### config.mk
export PLATFORM = sky130hd
export DESIGN_NAME = wishbone_bridge
export DESIGN_NICKNAME = d
export VERILOG_FILES = /design/src/rtl/wishbone_bridge.sv
export SDC_FILE = /design/constraint.sdc
export NUM_CORES = 1
export LEC_CHECK = 0
export ABC_AREA = 1
export CAP_MARGIN = 15
export CORE_UTILIZATION = 41
export DETAILED_ROUTE_END_ITERATION = 6
export PLACE_DENSITY = 0.81
export SYNTH_ARGS = -nofsm -noshare
export SYNTH_HDL_FRONTEND = slang
export SYNTH_SLANG_ARGS = --single-unit
### constraint.sdc
create_clock -name clock -period 1.87 [get_ports clock]
set_input_delay 0.4675 -clock clock [delete_from_list [all_inputs] [get_ports clock]]
set_output_delay 0.4675 -clock clock [all_outputs]
set_load 0.02 [all_outputs]
### src/rtl/wishbone_bridge.sv
// wishbone_bridge: stalls a single-cycle cpu while one Wishbone B4 classic cycle completes
module wishbone_bridge #(
  parameter int          TIMEOUT_CYCLES   = 16,
  parameter logic [31:0] READ_ERROR_VALUE = 32'h0000_0000
) (
  input  logic        clock,
  input  logic        reset,
  input  logic [31:0] cpu_address,
  input  logic        cpu_read_request,
  input  logic        cpu_write_enable,
  input  logic [3:0]  cpu_byte_enable,
  input  logic [31:0] cpu_write_data,
  output logic [31:0] cpu_read_data,
  output logic        cpu_stall,
  output logic        bus_error,
  output logic        wb_cyc,
  output logic        wb_stb,
  output logic        wb_we,
  output logic [31:0] wb_adr,
  output logic [3:0]  wb_sel,
  output logic [31:0] wb_dat_o,
  input  logic [31:0] wb_dat_i,
  input  logic        wb_ack,
  input  logic        wb_err
);
  typedef enum logic [1:0] {IDLE, BUS, DONE} state_t;
  localparam int CW = TIMEOUT_CYCLES > 1 ? $clog2(TIMEOUT_CYCLES) : 1;
  state_t state, next_state;
  logic [CW-1:0] count;
  logic request, timeout;
  assign request   = cpu_read_request | cpu_write_enable;
  assign timeout   = count == CW'(TIMEOUT_CYCLES - 1);
  assign cpu_stall = (state == IDLE && request) || state == BUS;
  // state register; async reset returns to IDLE immediately
  always_ff @(posedge clock or negedge reset)
    if (!reset) state <= IDLE;
    else state <= next_state;
  // DONE always lasts one cycle so the held request is never re-issued
  always_comb begin
    next_state = state;
    next_state = state == IDLE ? (request ? BUS : IDLE)
               : state == BUS  ? ((wb_err || wb_ack || timeout) ? DONE : BUS)
               : IDLE;
  end
  // bus signals, captured request, timeout counter and cpu-facing results
  always_ff @(posedge clock or negedge reset)
    if (!reset) begin
      wb_cyc        <= 1'b0;
      wb_stb        <= 1'b0;
      wb_we         <= 1'b0;
      wb_adr        <= '0;
      wb_sel        <= '0;
      wb_dat_o      <= '0;
      cpu_read_data <= '0;
      bus_error     <= 1'b0;
      count         <= '0;
    end else begin
      wb_cyc <= next_state == BUS;
      wb_stb <= next_state == BUS;
      if (state == IDLE && request) begin
        wb_adr   <= {cpu_address[31:2], 2'b00};
        wb_sel   <= cpu_byte_enable;
        wb_dat_o <= cpu_write_data;
        wb_we    <= cpu_write_enable;
        count    <= '0;
      end
      if (state == BUS) begin
        count <= count + CW'(1);
        if (wb_err || (!wb_ack && timeout)) begin
          bus_error <= 1'b1;
          if (!wb_we) cpu_read_data <= READ_ERROR_VALUE;
        end else if (wb_ack && !wb_we) cpu_read_data <= wb_dat_i;
      end
    end
endmodule

======== Yosys cells after proc, flatten, opt, wreduce, memory -nomap -nowiden ========
Index checks and enable logic that the tools add are counted.
storage, ports and cells
  bits in registers ....................... 107
  output and inout bits ................... 105
  word-level logic and storage cells ...... 38
operators by class
  add/sub/neg operators ................... 1
  eq/ne operators ......................... 4
  muxes and demuxes ....................... 9
  bitwise gates (word level) .............. 1
  reduce and logical (&&, ||, !) cells .... 14
operators by type and width
  cell                                            number
  two-way mux 32 bit                              3
  two-way mux 4 bit                               2
  two-way mux 2 bit                               3
  adder 4 x 1 -> 4 bit (second input constant)    1
  == test 2 x 1 -> 1 bit (second input constant)  2
  == test 4 bit (second input constant)           1
  logical OR 1 bit                                4
  nonzero test 2 bit                              2
  logical AND 1 bit                               3
  AND reduction 3 bit                             1
  zero test 1 bit                                 2
  zero test 2 bit                                 1
  inequality test 2 bit (second input constant)   1
  AND reduction 2 bit                             1
  two-way mux 1 bit                               1
  bitwise OR 1 bit                                1

======== Logic depth before layout (Yosys ltp) ========
  depth in word-level cells ............... 6
  mapped depth ............................ 7
  gate-level depth less buffers ........... 6

======== Worst setup path before layout ========
Ideal clock, no wire load.
  path type ............................... input to output
  from .................................... input cpu_write_enable
  to ...................................... output cpu_stall
  data arrival time ....................... 0.982 ns
  slack ................................... 0.420 ns
  stages on the path ...................... 3
  path buffers ............................ 1
  cells stage by stage .................... o21ai_2 -> buf_2 -> nand2_1
on the way
  longest elaborated chain between the ends .. 3
ends and longest elaborated chain
  element            line  source
  start, declared    10    input logic cpu_write_enable,
  bitwise OR 1 bit   31    assign request = cpu_read_request | cpu_write_enable;
  logical AND 1 bit  33    assign cpu_stall = (state == IDLE && request) || state == BUS;
  logical OR 1 bit   33
  end, declared      14    output logic cpu_stall,
Every way passes these cells.

======== Worst setup path after layout ========
  from .................................... register wb_dat_o[13]
  to ...................................... output wb_dat_o[13]
RTL lines
  element                 line  source
  start, declared         21    output logic [31:0] wb_dat_o,
  start signal, assigned  63    wb_dat_o <= cpu_write_data;
No word-level cell between the ends.

==> impl_metrics.toml <==
[critical_path]
slowest_delay_ns = 0.63
worstPathRequired_ns = 1.40
crit_family = "buffers and inverters"
path_class = "reg -> out"
critPathSlowestCell = "clkdlybuf4s50_1"
worst-path-max-fanout = 2
crit_buf_inv = 1
crit_chain = "clkdlybuf4s50_1"
startpoint_type = "flop"
arrival_ns = 1.36
end_kind = "output port"

[power_and_ir_drop]
powerDensity_nw_per_um2 = 1630
max-vdd-ir-drop_uv = 896
power_mw = 11.2
p_leak_nw = 3.35

[finish]
diodes = 0
mostFrequentLayoutCell = "clkdlybuf4s50_1"
num-fill-cells = 789
drive_above_1_share_pct = 7.40
layout_common_cells = "clkdlybuf4s50_1, dfrtp_1, nand2_1, o21ai_0, inv_1"
postLayoutCellArea_um2 = 6870
utilization_pct = 66.6
stdcell_count = 812
area_growth_pct = 56.9
layout.nets = 778

[sta]
setup_violations = 0
clock-skew-final_ns = 0.00896
fin_crit_ns = 1.82
worst_pin_slew_ns = 0.690
drv_slew = 0
layout_setup_ws_ns = 0.0469
setup_tns_ns = 0
fin_crit_sh_pct = 97.5
hold_ws_ns = 0.0778
hold_viol_final = 0
fmax_mhz = 549
max_slew_margin_pct = 54.0

[drt]
route.vias.total = 3840
antenna_left = 0
viasPerCell = 4.73
routed_wl_mm = 11.1
dr.pass1.iters = 6
drt_iter0_markers = 354
drc = 0
routedWlPerCell_um = 13.7

[place]
numPortBuffers = 206
detailedPlace.worstSlack_ns = -0.353
post_dp_cell_area_um2 = 6610
hpwl_mm = 8.22
placed_cells = 796
place_congestion = 0.804

[synthesis]
yosysWarnings = 0
synth_cell_types = 24
postSynthAreaPerCell_um2 = 9.36
synth_edf_count = 0
ys_ff_latch = 107
yosysSeqAreaShare_pct = 61.1
synthCells = 468
synth_ff_type = "dfrtp_1"
syn-cell-area_um2 = 4380
synthArstFlopShare_pct = 100

[die]
dieWidth_um = 105
row_count = 37
start_util_pct = 42.4
dieHeight_um = 105
coreArea_um2 = 10300
num_io_pins = 211
die_area_um2 = 11100

[global_routing]
grt_pass1_wl_mm = 18.2
grt_remaining_overflow = 0
grt.total_usage_pct = 20.8
antenna_found_initial = 0
grt_max_degree = 91
grt_pass1_vias = 3848

[clock_tree]
htree_levels = 3
clk_latency_ns = 0.36
clockBufferDepth = 2
clkTransAtPathRegs_ns = 0.10
postCtsHoldBufs = 0
clock_sinks = 107
cts_tree = "done"
numCtsBuffers = 9
cts_root_buffer = "clkbuf_8"

[worst_hold_path]
hold_class = "in -> async"

[job]
max_cap_viol_count = 0

[outcome]
outcome = "completed"
report_power, final:
part	total, mW	switching (mW)	internal [mW]
Sequential	3.99	0.617	3.38
Clock	1.57	0.746	0.822
Combinational	5.62	3.04	2.58
Total	11.2	4.40	6.78
logic make-up after synthesis:
group / Yosys count / share of synthesized area, %
other cells: 1 / 0.0856
xor+xnor: 1 / 0.200
flops: 107 / 61.1
simple gates: 149 / 14.6
compound gates: 107 / 13.4
fa+ha+maj: 1 / 0.286
buf+inv: 102 / 10.3
per-layer routing:
layer	global-route usage (%)	part of all wire [%]	up-vias
li1	-	-	1870
met1	25.3	40	1772
met2	34.7	49	175
met3	5.07	8.0	23
met4	9.46	2.7	0
met5	0	0	-
final timing paths:
| kind | from | to | slack, ns | cells past startpoint |
|---|---|---|---|---|
| setup / recovery | wb_dat_o[13]$_DFFE_PN0P_ | wb_dat_o[13] | 0.05 | 1 |
| hold / removal | reset | wb_dat_o[4]$_DFFE_PN0P_ | 0.08 | 2 |
| setup reg to reg | count[0]$_DFFE_PN0P_ | cpu_read_data[29]$_DFFE_PN0P_ | 0.35 | 7 |
| hold reg to reg | bus_error$_DFFE_PN0P_ | bus_error$_DFFE_PN0P_ | 0.46 | 1 |
| max in group asynchronous | reset | wb_dat_o[26]$_DFFE_PN0P_ | 1.13 | 2 |
| min in group clock | bus_error$_DFFE_PN0P_ | bus_error$_DFFE_PN0P_ | 0.46 | 1 |
area by class of cell:
cell class                      count  area [µm²]  share of cell area [%]
Clock buffer                       11         151                    2.20
Clock inverter                      5        75.1                    1.09
Inverter                           72         270                    3.93
Multi-Input combinational cell    260        1260                    18.4
Sequential cell                   107        2680                    39.0
Tap cell                          136         170                    2.48
Timing Repair Buffer              221        2260                    33.0
sequential cells by signal, indices dropped and copies added, names as in the netlist:
register,cells
cpu_read_data,32
wb_dat_o,32
wb_adr,30
count,4
wb_sel,4
state,2
bus_error,1
wb_stb,1
wb_we,1
synthesized netlist by cell type (2+ instances only):
cell,n,area [µm²]
clkbuf_1,10,37.5
a21oi_1,2,10.0
nand4_1,2,12.5
o21ai_2,12,105
nand2_1,104,390
nor2_1,3,11.3
o21ai_1,17,85.1
dfrtp_1,107,2680
nand3_1,36,180
buf_6,4,45.0
o21ai_0,74,370
buf_4,4,30.0
inv_1,72,270
buf_2,11,55.1
repair_timing:
item,4_1_cts,5_1_grt
endpoints found under the setup margin,2,50
buffers inserted,0,0
resized for setup,6,14
Power figures use the tool's default switching activity.
